$ cat config.mk
export PLATFORM = sky130hd
export DESIGN_NAME = mdu_div_seq_flat
export DESIGN_NICKNAME = d
export VERILOG_FILES = /design/src/rtl/mdu_div_seq_if.sv /design/src/rtl/mdu_div_seq.sv /design/src/flat_wrapper.sv
export SDC_FILE = /design/constraint.sdc
export NUM_CORES = 1
export LEC_CHECK = 0
export ABC_AREA = 1
export BUFFER_PORTS_ARGS = -buffer_cell sky130_fd_sc_hd__buf_2
export CAP_MARGIN = 20
export CORE_ASPECT_RATIO = 1.1
export CORE_MARGIN = 1
export CORE_UTILIZATION = 25
export DETAILED_ROUTE_END_ITERATION = 16
export HOLD_SLACK_MARGIN = 0.1
export SYNTH_ARGS = -nofsm -noshare
export SYNTH_HDL_FRONTEND = slang
export SYNTH_SLANG_ARGS = --single-unit
$ cat constraint.sdc
create_clock -name clk -period 4.8 [get_ports clk]
set_input_delay 0.24 -clock clk [delete_from_list [all_inputs] [get_ports clk]]
set_output_delay 0.24 -clock clk [all_outputs]
set_load 0.005 [all_outputs]
$ cat src/rtl/mdu_div_seq_if.sv
// Divide handshake between the MDU (master) and the sequential divider (slave).
// Carries operands, request/abort controls and the registered result/ready pair.
interface mdu_div_seq_if #(
    parameter int WIDTH = 32
);
    logic                   signed_div;
    logic [WIDTH-1:0]       opdata1;
    logic [WIDTH-1:0]       opdata2;
    logic                   start;
    logic                   annul;
    logic [2*WIDTH-1:0]     result;
    logic                   ready;

    modport master (
        output signed_div,
        output opdata1,
        output opdata2,
        output start,
        output annul,
        input  result,
        input  ready
    );

    modport slave (
        input  signed_div,
        input  opdata1,
        input  opdata2,
        input  start,
        input  annul,
        output result,
        output ready
    );
endinterface

$ cat src/rtl/mdu_div_seq.sv
// Iterative radix-2 restoring divider: one quotient bit per cycle, signed or unsigned,
// returning {remainder, quotient} with a single-cycle ready pulse.
module mdu_div_seq #(
    parameter int WIDTH = 32
) (
    input  logic          clk,
    input  logic          rst,
    mdu_div_seq_if.slave  div_if
);
    localparam int CW = $clog2(WIDTH);

    typedef enum logic [1:0] {
        S_IDLE,
        S_BUSY,
        S_DONE
    } state_t;

    state_t             r_state;
    state_t             w_state_next;
    logic               w_load;
    logic               w_step;
    logic               w_finish;

    logic               r_signed;
    logic               r_sign1;
    logic               r_sign2;
    logic [WIDTH-1:0]   r_dividend_raw;
    logic [WIDTH-1:0]   r_divisor;
    logic [WIDTH-1:0]   r_rem;
    logic [WIDTH-1:0]   r_quo;
    logic [CW-1:0]      r_cnt;
    logic [2*WIDTH-1:0] r_result;
    logic               r_ready;

    logic [WIDTH-1:0]   w_op1_abs;
    logic [WIDTH-1:0]   w_op2_abs;
    logic [WIDTH:0]     w_shift;
    logic [WIDTH:0]     w_trial;
    logic               w_trial_ok;
    logic               w_neg_q;
    logic               w_neg_r;
    logic [WIDTH-1:0]   w_quo_fix;
    logic [WIDTH-1:0]   w_rem_fix;
    logic               w_div_zero;

    // NOTE: state registers use non-blocking assignments so every flop samples pre-edge values.
    always_ff @(posedge clk) begin
        if (!rst) begin
            r_state <= S_IDLE;
        end else begin
            r_state <= w_state_next;
        end
    end

    // NOTE: every output of this block gets a default first, so no path can infer a latch.
    always_comb begin
        w_state_next = r_state;
        w_load       = 1'b0;
        w_step       = 1'b0;
        w_finish     = 1'b0;
        case (r_state)
            S_IDLE: begin
                if (div_if.start && !div_if.annul) begin
                    w_load       = 1'b1;
                    w_state_next = S_BUSY;
                end
            end
            S_BUSY: begin
                if (div_if.annul) begin
                    w_state_next = S_IDLE;
                end else begin
                    w_step = 1'b1;
                    if (r_cnt == CW'(WIDTH - 1)) begin
                        w_state_next = S_DONE;
                    end
                end
            end
            S_DONE: begin
                w_state_next = S_IDLE;
                if (!div_if.annul) begin
                    w_finish = 1'b1;
                end
            end
            default: begin
                w_state_next = S_IDLE;
            end
        endcase
    end

    // Magnitudes are only taken for signed requests; DIVU operands pass through raw.
    assign w_op1_abs = (div_if.signed_div && div_if.opdata1[WIDTH-1]) ? -div_if.opdata1
                                                                       : div_if.opdata1;
    assign w_op2_abs = (div_if.signed_div && div_if.opdata2[WIDTH-1]) ? -div_if.opdata2
                                                                       : div_if.opdata2;

    // The shifted remainder is below twice the divisor, so W+1 bits hold the trial exactly.
    assign w_shift    = {r_rem, r_quo[WIDTH-1]};
    assign w_trial    = w_shift - {1'b0, r_divisor};
    assign w_trial_ok = ~w_trial[WIDTH];

    assign w_neg_q    = r_signed & (r_sign1 ^ r_sign2);
    assign w_neg_r    = r_signed & r_sign1;
    assign w_quo_fix  = w_neg_q ? -r_quo : r_quo;
    assign w_rem_fix  = w_neg_r ? -r_rem : r_rem;
    assign w_div_zero = (r_divisor == '0);

    always_ff @(posedge clk) begin
        if (!rst) begin
            r_signed       <= 1'b0;
            r_sign1        <= 1'b0;
            r_sign2        <= 1'b0;
            r_dividend_raw <= '0;
            r_divisor      <= '0;
            r_rem          <= '0;
            r_quo          <= '0;
            r_cnt          <= '0;
            r_result       <= '0;
            r_ready        <= 1'b0;
        end else begin
            r_ready <= w_finish;
            if (w_load) begin
                r_signed       <= div_if.signed_div;
                r_sign1        <= div_if.opdata1[WIDTH-1];
                r_sign2        <= div_if.opdata2[WIDTH-1];
                r_dividend_raw <= div_if.opdata1;
                r_divisor      <= w_op2_abs;
                r_rem          <= '0;
                r_quo          <= w_op1_abs;
                r_cnt          <= '0;
            end
            if (w_step) begin
                r_rem <= w_trial_ok ? w_trial[WIDTH-1:0] : w_shift[WIDTH-1:0];
                r_quo <= {r_quo[WIDTH-2:0], w_trial_ok};
                r_cnt <= r_cnt + 1'b1;
            end
            if (w_finish) begin
                // A zero divisor returns the dividend exactly as presented, never sign-corrected.
                r_result <= w_div_zero ? {r_dividend_raw, {WIDTH{1'b1}}}
                                       : {w_rem_fix, w_quo_fix};
            end
        end
    end

    assign div_if.result = r_result;
    assign div_if.ready  = r_ready;
endmodule

$ cat src/flat_wrapper.sv
// flat-port wrapper written by rule: the top's interface ports become plain ports
module mdu_div_seq_flat 
#(
    parameter int WIDTH = 32
)
  (clk, rst, div_if_signed_div, div_if_opdata1, div_if_opdata2, div_if_start, div_if_annul, div_if_result, div_if_ready);
  mdu_div_seq_if #(.WIDTH(WIDTH)) div_if_i ();
  input  logic clk;
  input  logic rst;
  input wire logic [$bits(div_if_i.signed_div)-1:0] div_if_signed_div;
  input wire logic [$bits(div_if_i.opdata1)-1:0] div_if_opdata1;
  input wire logic [$bits(div_if_i.opdata2)-1:0] div_if_opdata2;
  input wire logic [$bits(div_if_i.start)-1:0] div_if_start;
  input wire logic [$bits(div_if_i.annul)-1:0] div_if_annul;
  output wire logic [$bits(div_if_i.result)-1:0] div_if_result;
  output wire logic [$bits(div_if_i.ready)-1:0] div_if_ready;
  assign div_if_i.signed_div = div_if_signed_div;
  assign div_if_i.opdata1 = div_if_opdata1;
  assign div_if_i.opdata2 = div_if_opdata2;
  assign div_if_i.start = div_if_start;
  assign div_if_i.annul = div_if_annul;
  assign div_if_result = div_if_i.result;
  assign div_if_ready = div_if_i.ready;
  mdu_div_seq #(.WIDTH(WIDTH)) u_core (.clk(clk), .rst(rst), .div_if(div_if_i));
endmodule
==> results of run 1 <==
==> layer usage <==
layer  routed length (um)  GRT usage  vias to the layer above
met1                22900      0.224                     6794
li1                     -          -                     7743
met2                22400      0.269                      415
met5                    0          0                        -
met4                 1370     0.0513                        0
met3                 2530     0.0179                       69
==> synth_stat cells, types with 6 or more instances <==
| cell type | instances |
|---|---|
| ha_1 | 38 |
| nand2_4 | 6 |
| a21oi_1 | 176 |
| xor2_1 | 44 |
| o211ai_1 | 9 |
| nor2_1 | 216 |
| nand2_1 | 588 |
| inv_2 | 16 |
| o22ai_1 | 19 |
| a21oi_2 | 21 |
| o21ai_1 | 11 |
| buf_2 | 17 |
| clkbuf_1 | 57 |
| or2_2 | 7 |
| nand4_1 | 33 |
| nand2_2 | 17 |
| o21a_1 | 8 |
| nor2_2 | 6 |
| nand3b_1 | 9 |
| o21ai_0 | 135 |
| o21bai_1 | 12 |
| dfxtp_1 | 202 |
| nor4_1 | 7 |
| nand3_1 | 172 |
| buf_1 | 10 |
| xnor2_1 | 19 |
| a31oi_1 | 18 |
| inv_1 | 331 |
| nand3_2 | 15 |
| nor3_1 | 23 |
| a211oi_1 | 16 |
==> layout make-up <==
type                       instances  area (um^2)  share of cell area
clock buffer                      32          672              0.0396
clock inverter                    11          105             0.00619
inverter                         348         1310              0.0771
multi-input combinational       1668         8570               0.505
sequential                       202         4040               0.238
tap                              744          931              0.0549
timing repair buffer             203         1340              0.0788
==> stage by stage <==
step | area (um^2) | std cells | hold WS [ns]
5_1_grt | 17000 | 3208 | 0.153
3_3_place_gp | 15600 | 3107 | 0.444
4_1_cts | 17000 | 3208 | 0.107
3_5_place_dp | 15600 | 3107 | 0.447
2_1_floorplan | 14300 | 2308 | 0.390
6_report | 17000 | 3208 | 0.132
==> how the worst max path moves through the flow <==
stage	start	end	cells after the start
2_1_floorplan	u_core.r_quo[31]	u_core.r_rem[13]	18
3_3_place_gp	u_core.r_quo[31]	u_core.r_rem[24]	16
3_5_place_dp	u_core.r_quo[31]	u_core.r_rem[28]	16
4_1_cts	u_core.r_quo[31]	u_core.r_rem[4]	16
5_1_grt	u_core.r_quo[31]	u_core.r_rem[24]	16
6_report	u_core.r_divisor[1]	u_core.div_if.result[25]	9
==> worst max-delay path: stages, from the launching register on <==
cell and delay, ns:
dfxtp_1 0.40, nor4_1 0.59, nand4_1 0.18, nor2_2 0.23, buf_4 0.43, nor2_2 0.04
buf_4 0.24, inv_2 0.21, a21oi_1 0.06, a21oi_1 0.14
==> where the power goes <==
part           leakage [nW]  internal, W  total, W  switching [W]
Clock                 0.385      0.00105   0.00185       0.000804
Sequential             1.64      0.00173   0.00177      0.0000402
Combinational          6.09     0.000282  0.000859       0.000577
==> cells by family after synthesis <==
group | count (synthesis) | synth area share
DFF | 202 | 0.283
and+or+nand+nor | 1122 | 0.347
AOI/OAI and AO/OA | 444 | 0.177
buffers and inverters | 438 | 0.120
xor gates and xnor gates | 63 | 0.0386
adders and majority gates | 39 | 0.0346
==> state kept, by name (all words and copies together) (netlist names) <==
register / cells
u_core.r_cnt: 5
u_core.r_signed: 1
u_core.r_sign1: 1
u_core.r_rem: 32
u_core.r_state: 2
u_core.r_dividend_raw: 31
u_core.r_quo: 32
u_core.div_if.ready: 1
u_core.div_if.result: 64
u_core.r_divisor: 32
u_core.r_sign2: 1
==> timing repair <==
action,4_1_cts,5_1_grt
hold buffers,58,0
setup endpoints to repair,0,0
endpoints found under the hold margin,74,0
==> summary.txt, run 1 <==
Route
  – Final wirelength: between 40000 and 50000 um
  – Vias/cell: 4.68
  – Initial DRC Count: 1111
  – Residual DRC: 0
  – WL per Instance: 15.3 um
  – Total number of vias: 15000
  – Final ANT Viol Nets: 0
  – Pre-antenna DRT Iters: 8

Synthesis
  – Ranking of synthesized cells by area: dfxtp_1 (28%), nand2_1 (15%), inv_1 (8.7%), a21oi_1 (6.2%), nand3_1 (6.0%)
  – Synthesized Nets: 2416
  – Async SR Flop Fraction: 0
  – Number of synthesized flops with an enable pin: 0
  – Synth warn: 0
  – Post-synthesis cell count: 2308
  – Share of the synthesized area in the top cell type: 0.283
  – Avg Inst Size Synth: ~6.2 um^2
  – Yosys top cell by area: dfxtp_1
  – Flops & latches, synth: 202
  – Post-synth top flop: dfxtp_1
  – Cell area after synthesis: 14300 um^2
  – Seq/Total Area, Yosys: 0.283
  – Distinct cells, synth: 55

Floorplanning
  – Ports: 134
  – Die area: 58200 um^2
  – Starting Density: 0.254
  – Die W: between 200 and 250 um
  – Chip Height: 253 um
  – Cell row count: 91
  – CORE AREA: 56400 um^2

Global route
  – First-pass GRT wire length: 76500 um
  – Pin count of the biggest net entering global routing: 93
  – Vias in the first global route: 13700
  – Initial antenna violation count: 0
  – GRT Resource Usage Total: 0.164
  – GR Overflow Total: 0

STA
  – Measured slew at the worst slew-check pin: 0.946 ns
  – Max Freq: 379 MHz
  – Setup slack after layout: roughly 2.2 ns
  – Tcrit/Tclk final: 0.550
  – Tmin final: 2.64 ns
  – Final Skew: 0.0188 ns
  – Worst slew margin: 0.369
  – RSZ-0062 raised after global routing: false
  – Final Max Slew Viols: 0
  – Sum Neg Setup Slack: 0 ns
  – # setup viols final: 0
  – Final Hold Viols: 0

Place
  – Worst Setup Slack post-DPL: 2.21 ns
  – Final RePlAce weighted congestion: 0.911
  – PortBufs: 133
  – Post-DP HPWL: between 30000 and 40000 um

Critical path
  – R2R Path End: u_core.div_if.result[25]
  – Largest fanout on the critical path: 42
  – Startpoint types: flip-flop
  – Flop2flop setup slack: 2.16 ns
  – Crit path DAT: 3.12 ns
  – Reg2Reg Depth: 9
  – Required @ worst endpoint: about 5.3 ns
  – FF-to-FF Start: u_core.r_divisor[1]
  – Kind of critical path: reg -> reg
  – CP Capture Type: flip-flop

Power
  – Total power: 0.00448 W
  – Leak Pwr: 8.12 nW
  – Power Density: 264 nW/um^2
  – Maximum VDD drop: 199 uV

Clock tree
  – CTS max path bufs: 3
  – Worst-Skew Late Latency: 0.57 ns
  – Htree depth: 1
  – CTS tree: done
  – CTS Root Cell: clkbuf_16
  – Post-CTS setup buffers: 0
  – PostCTS Resize Cnt: 0
  – CTS Buf Count: 25
  – Clk sinks: a little over 200
  – Clk slew on worst S/H paths: 0.06 ns

Layout
  – Area grow syn2layout: 18.6%
  – Core Util, Final: 0.301
  – Number of fill cells: 6286
  – Final #Nets: 2556
  – Most frequent cells in the layout: nand2_1 (588), inv_1 (330), nor2_1 (215), dfxtp_1 (202), a21oi_1 (176)
  – Share of cells above drive strength 1: 0.118
  – Antenna Cells: 0
  – Commonest non-fill, non-tap cell in the layout: nand2_1

Hold path
  – Hold_sp: div_if_opdata1[25]
  – Hold path depth: 3
  – Worst min-delay path category: in -> reg
  – Hold EP: u_core.r_dividend_raw[25]

Run status
  – Outcome: finished clean

Run
  – Max-Cap Viols: 0
Note: power is estimated with default switching activity, not from simulation.
==> run 2, diff against run 1 <==
Clock period 4.8 ns to 2.8 ns, I/O delays scaled along.
==> summary.txt, run 2 (synthesis gave the netlist of run 1 again) <==
Layout
  – Commonest non-fill, non-tap cell in the layout: nand2_1
  – Antenna Cells: 0 (unchanged)
  – Share of cells above drive strength 1: 0.126 (+0.00810)
  – Most frequent cells in the layout: nand2_1 (588), inv_1 (330), nor2_1 (215), dfxtp_1 (202), a21oi_1 (176)
  – Final #Nets: 2586 (+1.2%)
  – Area grow syn2layout: 20.9%
  – Number of fill cells: 6297 (+0.17%)
  – Max FFs per register: 64 (unchanged)

Power
  – Leak Pwr: 8.29 nW (+2.1%)
  – Power Internal: 0.00535 W (+75%)
  – Sequential power share: 0.393 (-0.003)
  – Maximum VDD drop: 416 uV (+110%)
  – Combinational share of power: 0.195 (+0.003)
  – Power Density: 447 nW/um^2 (+69%)
  – Switch share: 0.308 (-0.00861)
  – Power share of the clock group: 0.412 (about the same)
  – P_sw: 0.00238 W (+68%)

Run status
  – Outcome: finished clean

Route
  – Total number of vias: 15200 (+1.4%)
  – Pre-antenna DRT Iters: 6 (-2)
  – Final ANT Viol Nets: 0 (unchanged)
  – Vias/cell: 4.70 (+0.36%)
  – Initial DRC Count: 1252 (+13%)
  – WL per Instance: 15.2 um (-0.82%)
  – Residual DRC: 0 (unchanged)
  – Final wirelength: 49200 um (+0.17%)

Run
  – Max-Cap Viols: 0 (unchanged)

STA
  – # setup viols final: 0 (unchanged)
  – Tmin final: 2.55 ns (-0.0913 ns)
  – Final Hold Viols: 0 (unchanged)
  – Final Max Slew Viols: 0 (unchanged)
  – Setup slack after layout: 0.254 ns (-1.91 ns)
  – Sum Neg Setup Slack: 0 ns (unchanged)
  – RSZ-0062 raised after global routing: false
  – Max Freq: 393 MHz (+3.6%)
  – Measured slew at the worst slew-check pin: 0.961 ns (+0.0153 ns)
  – Tcrit/Tclk final: 0.909 (+0.360)
  – Worst slew margin: 0.359 (-0.0102)
  – Final Skew: 0.0182 ns (-0.000633 ns)

Place
  – Post-DP HPWL: 38000 um (+2.1%)
  – Final RePlAce weighted congestion: 0.947 (+3.9%)
  – PortBufs: 133 (unchanged)
  – Worst Setup Slack post-DPL: 0.297 ns (-1.91 ns)

Clock tree
  – Htree depth: 1 (unchanged)
  – Clk sinks: 202 (unchanged)
  – CTS Buf Count: 24 (-4.0%)
  – CTS max path bufs: 3 (unchanged)
  – Clk slew on worst S/H paths: 0.06 ns (about the same)
  – CTS tree: done
  – Post-CTS setup buffers: 0 (unchanged)
  – Worst-Skew Late Latency: 0.55 ns (-0.02 ns)
  – CTS Root Cell: clkbuf_16

Floorplanning
  – Die W: 230 um (unchanged)
  – Chip Height: 253 um (unchanged)
  – CORE AREA: 56400 um^2 (unchanged)
  – Starting Density: 0.254 (unchanged)
  – Ports: 134 (unchanged)
  – Die area: 58200 um^2 (unchanged)
  – Cell row count: 91 (unchanged)

Critical path
  – Kind of critical path: reg -> reg
  – Crit path DAT: 2.94 ns (-0.18 ns)
  – Worst Setup EP: u_core.r_rem[19]
  – Reg2Reg Depth: 16 (+7)
  – Setup crit start: u_core.r_rem[0]
  – FF-to-FF Start: u_core.r_rem[0]
  – Startpoint types: flip-flop
  – CP Capture Type: flip-flop
  – Required @ worst endpoint: 3.19 ns (-2.10 ns)
  – R2R Path End: u_core.r_rem[19]
  – Flop2flop setup slack: 0.25 ns (-1.91 ns)
  – Largest fanout on the critical path: 28 (-33%)

Global route
  – GR Overflow Total: 0 (unchanged)
  – Initial antenna violation count: 0 (unchanged)
  – GRT Resource Usage Total: 0.166 (+0.00192)
  – Pin count of the biggest net entering global routing: 93 (unchanged)
  – First-pass GRT wire length: 77500 um (+1.3%)
  – Vias in the first global route: 14000 (+2.1%)

Hold path
  – Worst min-delay path category: in -> reg
run 2: cell count changes in the layout (fill, tap and decap cells not counted):
cell / previous run / this run
inv_16: 1 / 0
clkinv_2: 6 / 3
clkinv_8: 0 / 1
buf_4: 12 / 31
clkbuf_16: 25 / 24
buf_12: 0 / 4
dlygate4sd3_1: 58 / 66
clkbuf_8: 2 / 7
run 2: repair_timing:
item / in CTS / in global routing
hold endpoints to repair: 96 / 0
resized for setup: 0 / 0
hold buffers: 66 / 0
run 2: worst min path at each step:
| stage | from | endpoint | slack (ns) | cells after the start |
|---|---|---|---|---|
| 6_report | rst | u_core.r_quo[9] | 0.13 | 3 |
| 4_1_cts | rst | u_core.r_quo[9] | 0.13 | 3 |
| 3_5_place_dp | u_core.r_dividend_raw[10] | u_core.r_dividend_raw[10] | 0.45 | 2 |
| 5_1_grt | rst | u_core.r_quo[9] | 0.16 | 3 |
| 2_1_floorplan | div_if_opdata1[17] | u_core.r_quo[17] | 0.29 | 2 |
| 3_3_place_gp | u_core.r_dividend_raw[21] | u_core.r_dividend_raw[21] | 0.44 | 2 |
run 2: metal layers:
layer | up-vias | global-route usage | share of wire
met1 | 6958 | 0.224 | 0.47
li1 | 7799 | - | -
met2 | 392 | 0.277 | 0.46
met4 | 0 | 0.0511 | 0.029
met3 | 77 | 0.0167 | 0.047
met5 | - | 0 | 0
run 2: layout make-up:
class                      count  area [um^2]  area share
multi-input combinational   1668         8570       0.496
inverter                     348         1310      0.0757
tap                          744          931      0.0538
sequential                   202         4040       0.234
clock inverter                 8         86.3     0.00499
timing repair buffer         234         1640      0.0948
clock buffer                  36          716      0.0414
run 2: worst max-delay path, stage by stage (launching register included):
cell	delay (ns)
dfxtp_1	0.47
inv_1	0.15
fa_1	0.48
inv_1	0.11
nand2_1	0.07
nand2_2	0.08
nand3_2	0.08
nand2_4	0.10
nand2_4	0.05
nand2_4	0.06
nand2_4	0.07
nand2_4	0.09
nand2_8	0.13
nand2_8	0.23
nand2_1	0.09
nand3_2	0.07
a21oi_2	0.05
run 2: power by group through the flow:
| stage | combinational [W] | sequential (W) | clock (W) |
|---|---|---|---|
| 6_report | 0.00150 | 0.00304 | 0.00318 |
| 5_1_grt | 0.00168 | 0.00305 | 0.00339 |
| 4_1_cts | 0.00150 | 0.00304 | 0.00325 |
| 3_5_place_dp | 0.00142 | 0.00310 | 0 |
| 3_3_place_gp | 0.00142 | 0.00310 | 0 |
| 2_1_floorplan | 0.00101 | 0.00308 | 0 |
run 2: metrics by stage:
stage	cell area, um^2	util	hold WS, ns	total power, W	std cells
floorplan	14300	-	0.290	0.00408	2308
global placement	15800	0.281	0.443	0.00452	3130
detailed placement	15800	0.281	0.449	0.00452	3130
CTS	17300	0.307	0.135	0.00779	3240
global route	17300	0.307	0.164	0.00812	3240
finish	17300	0.307	0.130	0.00773	3240
